<file path="config.mk">
export PLATFORM = sky130hd
export DESIGN_NAME = div16x8_seq
export DESIGN_NICKNAME = d
export VERILOG_FILES = /design/src/rtl/div16x8_seq.sv
export SDC_FILE = /design/constraint.sdc
export NUM_CORES = 1
export LEC_CHECK = 0
export CORE_UTILIZATION = 27
export CTS_CLUSTER_DIAMETER = 200
export CTS_CLUSTER_SIZE = 40
export DETAILED_ROUTE_END_ITERATION = 8
export GPL_TIMING_DRIVEN = 0
export SYNTH_ARGS = -nofsm -noshare
export SYNTH_HDL_FRONTEND = slang
export SYNTH_SLANG_ARGS = --single-unit
export TNS_END_PERCENT = 1
</file>
<file path="constraint.sdc">
create_clock -name clk -period 3.7 [get_ports clk]
set_input_delay 0.37 -clock clk [delete_from_list [all_inputs] [get_ports clk]]
set_output_delay 0.37 -clock clk [all_outputs]
set_load 0.05 [all_outputs]
</file>
<file path="src/rtl/div16x8_seq.sv">
// rtl/div16x8_seq.sv - sequential 16/8 restoring divider, one quotient bit per clock
//
// Purpose:
//   Divides a 16-bit dividend by an 8-bit divisor. The result is an 8-bit
//   quotient and an 8-bit remainder. Operands are latched when start is seen
//   in IDLE. Eight CALC cycles produce the result, which is held in DONE.
//   A zero divisor, or a quotient too wide for 8 bits, goes straight to ERR.
//   In ERR both results read 8'hFF.
//
// Ports:
//   clk        in   1   rising-edge clock
//   reset_a    in   1   asynchronous active-low reset
//   dividend   in  16   numerator, sampled on the accept edge
//   divisor    in   8   denominator, sampled on the accept edge
//   start      in   1   level request, accepted only in IDLE
//   quotient   out  8   registered quotient
//   remainder  out  8   registered remainder
//   done_flag  out  1   high in DONE and ERR
//   div_zero   out  1   last accepted divisor was zero
//   overflow   out  1   last accepted quotient would not fit in 8 bits
//   state_out  out  3   IDLE=0, CALC=1, DONE=2, ERR=3

module div16x8_seq (
    input  logic        clk,
    input  logic        reset_a,
    input  logic [15:0] dividend,
    input  logic [7:0]  divisor,
    input  logic        start,
    output logic [7:0]  quotient,
    output logic [7:0]  remainder,
    output logic        done_flag,
    output logic        div_zero,
    output logic        overflow,
    output logic [2:0]  state_out
);

    typedef enum logic [2:0] {
        IDLE = 3'd0,
        CALC = 3'd1,
        DONE = 3'd2,
        ERR  = 3'd3
    } state_t;

    state_t      state_q, state_d;
    logic [7:0]  r_q, r_d;            // partial remainder
    logic [7:0]  q_q, q_d;            // dividend low byte shifting out, quotient bits shifting in
    logic [2:0]  cnt_q, cnt_d;
    logic [7:0]  divisor_q, divisor_d;
    logic [7:0]  quotient_q, quotient_d;
    logic [7:0]  remainder_q, remainder_d;
    logic        div_zero_q, div_zero_d;
    logic        overflow_q, overflow_d;

    // The remainder stays below the divisor, so {R, Q[7]} < 2*divisor.
    // When the trial goes negative, the 9-bit difference wraps with bit 8 set.
    // When it is non-negative, the difference is below 256, so bit 8 is clear.
    // Bit 8 therefore acts as the borrow.
    logic [8:0]  trial;
    logic [7:0]  r_next;
    logic [7:0]  q_next;

    always_comb begin
        trial  = {r_q, q_q[7]} - {1'b0, divisor_q};
        if (!trial[8]) begin
            r_next = trial[7:0];
            q_next = {q_q[6:0], 1'b1};
        end else begin
            r_next = {r_q[6:0], q_q[7]};
            q_next = {q_q[6:0], 1'b0};
        end
    end

    always_comb begin
        state_d     = state_q;
        r_d         = r_q;
        q_d         = q_q;
        cnt_d       = cnt_q;
        divisor_d   = divisor_q;
        quotient_d  = quotient_q;
        remainder_d = remainder_q;
        div_zero_d  = div_zero_q;
        overflow_d  = overflow_q;

        case (state_q)
            IDLE: begin
                if (start) begin
                    divisor_d  = divisor;
                    div_zero_d = 1'b0;
                    overflow_d = 1'b0;
                    if (divisor == 8'd0) begin
                        // A zero divisor takes priority over the overflow test.
                        div_zero_d  = 1'b1;
                        quotient_d  = 8'hFF;
                        remainder_d = 8'hFF;
                        state_d     = ERR;
                    end else if (dividend[15:8] >= divisor) begin
                        overflow_d  = 1'b1;
                        quotient_d  = 8'hFF;
                        remainder_d = 8'hFF;
                        state_d     = ERR;
                    end else begin
                        r_d     = dividend[15:8];
                        q_d     = dividend[7:0];
                        cnt_d   = 3'd0;
                        state_d = CALC;
                    end
                end
            end

            CALC: begin
                r_d   = r_next;
                q_d   = q_next;
                cnt_d = cnt_q + 3'd1;
                if (cnt_q == 3'd7) begin
                    quotient_d  = q_next;
                    remainder_d = r_next;
                    state_d     = DONE;
                end
            end

            DONE, ERR: begin
                // Wait for start to fall, so one request runs only one operation.
                if (!start) begin
                    state_d = IDLE;
                end
            end

            default: begin
                state_d = IDLE;
            end
        endcase
    end

    always_ff @(posedge clk or negedge reset_a) begin
        if (!reset_a) begin
            state_q     <= IDLE;
            r_q         <= 8'd0;
            q_q         <= 8'd0;
            cnt_q       <= 3'd0;
            divisor_q   <= 8'd0;
            quotient_q  <= 8'd0;
            remainder_q <= 8'd0;
            div_zero_q  <= 1'b0;
            overflow_q  <= 1'b0;
        end else begin
            state_q     <= state_d;
            r_q         <= r_d;
            q_q         <= q_d;
            cnt_q       <= cnt_d;
            divisor_q   <= divisor_d;
            quotient_q  <= quotient_d;
            remainder_q <= remainder_d;
            div_zero_q  <= div_zero_d;
            overflow_q  <= overflow_d;
        end
    end

    assign quotient  = quotient_q;
    assign remainder = remainder_q;
    assign div_zero  = div_zero_q;
    assign overflow  = overflow_q;
    assign done_flag = (state_q == DONE) || (state_q == ERR);
    assign state_out = state_q;

endmodule

</file>
; Word-level counts from Yosys, hierarchy flattened
; Cells that the tools add are included.
[totals]
regBits = 48
in_bits = 27
elab_cells = 61
[op_classes]
addsub = 2
n_lt_le_gt_ge = 1
eq_ne = 10
mux = 30
n_reduce_logical = 9
[op_table]
columns = op, n
row1 = two-way mux 8 bit, 12
row2 = one-hot mux 8 bit (2 select lines), 4
row3 = two-way mux 3 bit, 6
row4 = inequality test 2 bit (second input constant), 5
row5 = one-hot mux 3 bit (3 select lines), 1
row6 = subtractor 9 x 8 -> 9 bit, 1
row7 = greater-or-equal comparator 8 bit, 1
row8 = logical NOT 8 bit, 1
row9 = AND reduction 4 bit, 2
row10 = == test 3 x 2 -> 1 bit (second input constant), 2
row11 = one-hot mux 3 bit (2 select lines), 1
row12 = two-way mux 1 bit, 4
row13 = two-way mux 2 bit, 2
row14 = adder 3 x 1 -> 3 bit (second input constant), 1
row15 = == test 3 x 1 -> 1 bit (second input constant), 1
row16 = == test 3 bit (second input constant), 1
row17 = logical NOT 3 bit, 1
row18 = inequality test 3 bit (second input constant), 1
row19 = AND reduction 3 bit, 1
row20 = AND reduction 2 bit, 1
row21 = nonzero test 2 bit, 1
row22 = OR reduction 2 bit, 1
row23 = logical OR 1 bit, 1

; Logic depth before layout (Yosys ltp)
[logic_depth]
depth_word = 5
ltp_mapped = 10

; Least setup slack after synthesis
; No wires, ideal clock.
[synth_timing]
path_kind = input to register
from = input dividend[8]
to = register r_q[1]
setup_ns = 0.125
arrival_ns = 2.167
slack_ns = 1.409
path_stages = 8
path_buffers = 0
path_cell_list = inv_1 -> ha_1 -> nand2b_4 -> a2111oi_4 -> o311ai_4 -> nor2_8 -> mux2_1 -> mux2_2
[synth_via]
elab_chain_cells = 3
[synth_rtl]
columns = element, line_no
row1 = start: declaration, 26  ; input logic [15:0] dividend,
row2 = greater-or-equal comparator 8 bit, 96  ; end else if (dividend[15:8] >= divisor) begin
row3 = inequality test 2 bit (no line), --
row4 = AND reduction 4 bit (no line), --
row5 = end signal: assignment, 147  ; r_q <= r_d;
row6 = end: declaration, 45  ; logic [7:0] r_q, r_d;
; No other way between the ends.
; A chain may end at the register's enable or synchronous reset.

; Worst setup path after layout
; Same ends and word-level chain as after synthesis.

==> run metrics <==
RSZ-0062 raised after global routing=false; Post-synth top cells=dfrtp_1 (47), a21oi_1 (27), nor2_1 (27), mux2i_1 (24), nand2_1 (24); final hold violation count=0; final setup violation count=0; largest net degree at the start of global routing=25; CTS tree=yes; #FFs+latches synth=47; Core Area=9730 um^2; P_int=1.78 mW; Post-Place Cells=447; grt met3 use=0.0369; Worst IR Drop VDD=~0.00057 V; worst r2r path cells=10; post-CTS sizing=0; Final nets=367; Min-Delay Path Class=in2async; DR vias/cell=4.58; relative slew slack=0.611; Avg Synthesized Cell Area=between 10 and 15 um^2; DIE WIDTH=102 um; routed length per instance=14.7 um; number of buffers added on ports=47; CTS H-Tree Depth=2; antenna cells=0; vias in the first global route=2190; Inserted Clock Buffers=5; met1 Use GR=0.194; Die Ht=between 100 and 150 um; synth top area cells=dfrtp_1 (44%), mux2i_1 (8.9%), ha_1 (8.4%), a21oi_1 (5.0%), nor2_1 (3.8%); worst-path cell chain=clkdlybuf4s50_1 -> inv_1 -> ha_1 -> nand2b_4 -> a2111oi_4 -> o311ai_4 -> nor2_8 -> mux2_1 -> mux2_2; initial antenna violation count=0; clk buf depth=2; crit path launch type=input port; asr flop ratio synth=1.00; post-synth top area cell=dfrtp_1; die area=10400 um^2; clk_lat worst skew=0.31 ns; max cap viols=0; antenna-violating nets left=0; most used routing layer=met2; Total Routing Usage GR=0.139; number of flops mapped to enable cells by yosys=0; CP peak stage delay=0.51 ns; Cell Rows=36; Clk pwr share=0.089; P_leak=approximately 1.5 nW; post-synth top area share=0.437; GPL Wtd Cong=0.814; I/O pins=49; Ys Warns=0; Worst Path Buf+Inv=2; Switching Fraction=0.475; cell with the most instances after synthesis=dfrtp_1; flop-to-flop setup slack=1.04 ns; first-pass GRT wire length=10.9 mm; fmax=374 MHz; CP Capture Type=flip-flop; CP startpoint=dividend[8]; Final Non-Filler Cells=about 450; Fin Hold WS=approximately 0.057 ns; Worst Path Max Fanout=8; detailed-route via count=2081; skew final=approximately 0.013 ns; remaining global-route overflow=0; part of the power in combinational logic=0.644; ys flop type=dfrtp_1; Worst Path Required=3.88 ns; Final Max Slew Viols=0; post-CTS setup buffers=0; outcome=completed; met2 usage=0.212; fin util=0.352; reg2reg end=r_q[2]$_DFFE_PN0P_; period utilization=0.722; minimum clock period=2.67 ns; Initial Utilization=0.276; actual slew at the worst max-slew pin=~0.6 ns; Setup Crit Path Kind=in2reg; Mapped Area=2690 um^2; P_sw=1.61 mW; CP max-delay cell=clkdlybuf4s50_1; clk sinks=47; final wirelength=6.67 mm; worst flop-to-flop path startpoint=q_q[7]$_DFFE_PN0P_; Area Growth Syn to Fin=27.3%; hold_buf cts=0; WP data arrival=between 2 and 3 ns; share of post-route cells with drive strength above 1=0.0841; Initial DRC Count=58; cells after synthesis=266; post-synthesis sequential area ratio=0.437; drt first pass iters=4; HPWL after detailed placement=5.14 mm; CP top delay family=compound AO/OA/AOI/OAI gates; DRC=0; Mapped Nets=312; overall power=about 3.4 mW; CTS clk-pin slew, worst paths=0.09 ns; Netlist cell types=48; CTS root buf=clkbuf_8; TNS Setup=0 ns; pwr/cell area=~990 nW/um^2; Flop pwr share=0.267
layout by cell type, fill, tap and decap left out, drive strengths merged, types with 2 or more instances in the layout:
master	count
a211oi	2
a21o	2
a21oi	28
a31oi	2
buf	8
clkbuf	11
clkdlybuf4s50	46
clkinv	2
dfrtp	47
ha	18
inv	19
mux2	3
mux2i	24
nand2	24
nand2b	6
nand3	3
nor2	28
nor4	2
o211ai	2
o21a	3
o21ai	15
o22a	2
o311ai	2
xnor2	7
area by class of cell:
class,instances,area [um^2]
flip-flops and latches,47,1180
fillers,1026,6300
clock inverters,2,13.8
well taps,133,166
repair buffers,48,485
plain buffers,12,71.3
multi-input cells,188,1370
clock buffers,5,68.8
inverters,19,71.3
power groups by stage:
| stage | logic (mW) | clock network [mW] | registers (mW) |
|---|---|---|---|
| after floorplan | 1.33 | 0 | 1.18 |
| after global placement | 2.14 | 0 | 0.913 |
| after detailed placement | 2.17 | 0 | 0.913 |
| after CTS | 2.19 | 0.315 | 0.906 |
| after global routing | 2.38 | 0.334 | 0.933 |
| final | 2.18 | 0.303 | 0.904 |
state kept, by name, indices dropped and copies added (netlist names):
| name | flops |
|---|---|
| cnt_q | 3 |
| div_zero | 1 |
| divisor_q | 8 |
| overflow | 1 |
| q_q | 8 |
| quotient | 8 |
| r_q | 8 |
| remainder | 8 |
| state_out | 2 |
worst reg2reg max path: stages (launching register included):
cell	delay [ns]
dfrtp_1	0.33
inv_1	0.06
ha_1	0.22
fa_1	0.42
nand2b_1	0.19
a21oi_1	0.23
o22ai_2	0.14
xnor2_2	0.23
buf_4	0.25
mux2i_1	0.35
mux2i_1	0.12
how the worst max path moves through the flow:
stage,cells past startpoint,slack [ns],to
after floorplan,8,1.41,r_q[1]$_DFFE_PN0P_
after global placement,9,0.73,r_q[1]$_DFFE_PN0P_
after detailed placement,9,0.70,r_q[1]$_DFFE_PN0P_
after CTS,9,1.00,r_q[1]$_DFFE_PN0P_
after global routing,10,0.92,remainder[2]$_DFFE_PN0P_
final,9,1.03,r_q[1]$_DFFE_PN0P_
per-layer routing:
layer / routed length, um / part of all wire
met2: 2810 / 0.42
met1: 3370 / 0.51
met3: 394 / 0.059
met4: 86 / 0.013
met5: 0 / 0
cells by family (layout without fill, tap and decap cells):
| group | Yosys count | count (layout) | synth area share |
|---|---|---|---|
| buffers and inverters | 31 | 86 | 0.0530 |
| flip-flops | 47 | 47 | 0.437 |
| AND/OR/NAND/NOR | 69 | 69 | 0.125 |
| AO/OA/AOI/OAI | 65 | 65 | 0.165 |
| multiplexers | 27 | 27 | 0.102 |
| XOR/XNOR | 7 | 7 | 0.0256 |
| other | 1 | 1 | 0.00139 |
| adder cells (fa/ha/maj) | 19 | 19 | 0.0912 |
stage by stage:
step                setup WS, ns  area [um^2]
floorplan                   1.41         2690
global placement           0.727         3330
detailed placement         0.697         3340
CTS                         1.00         3420
global route               0.923         3420
finish                      1.03         3420
(Power assumes the default switching activity.)
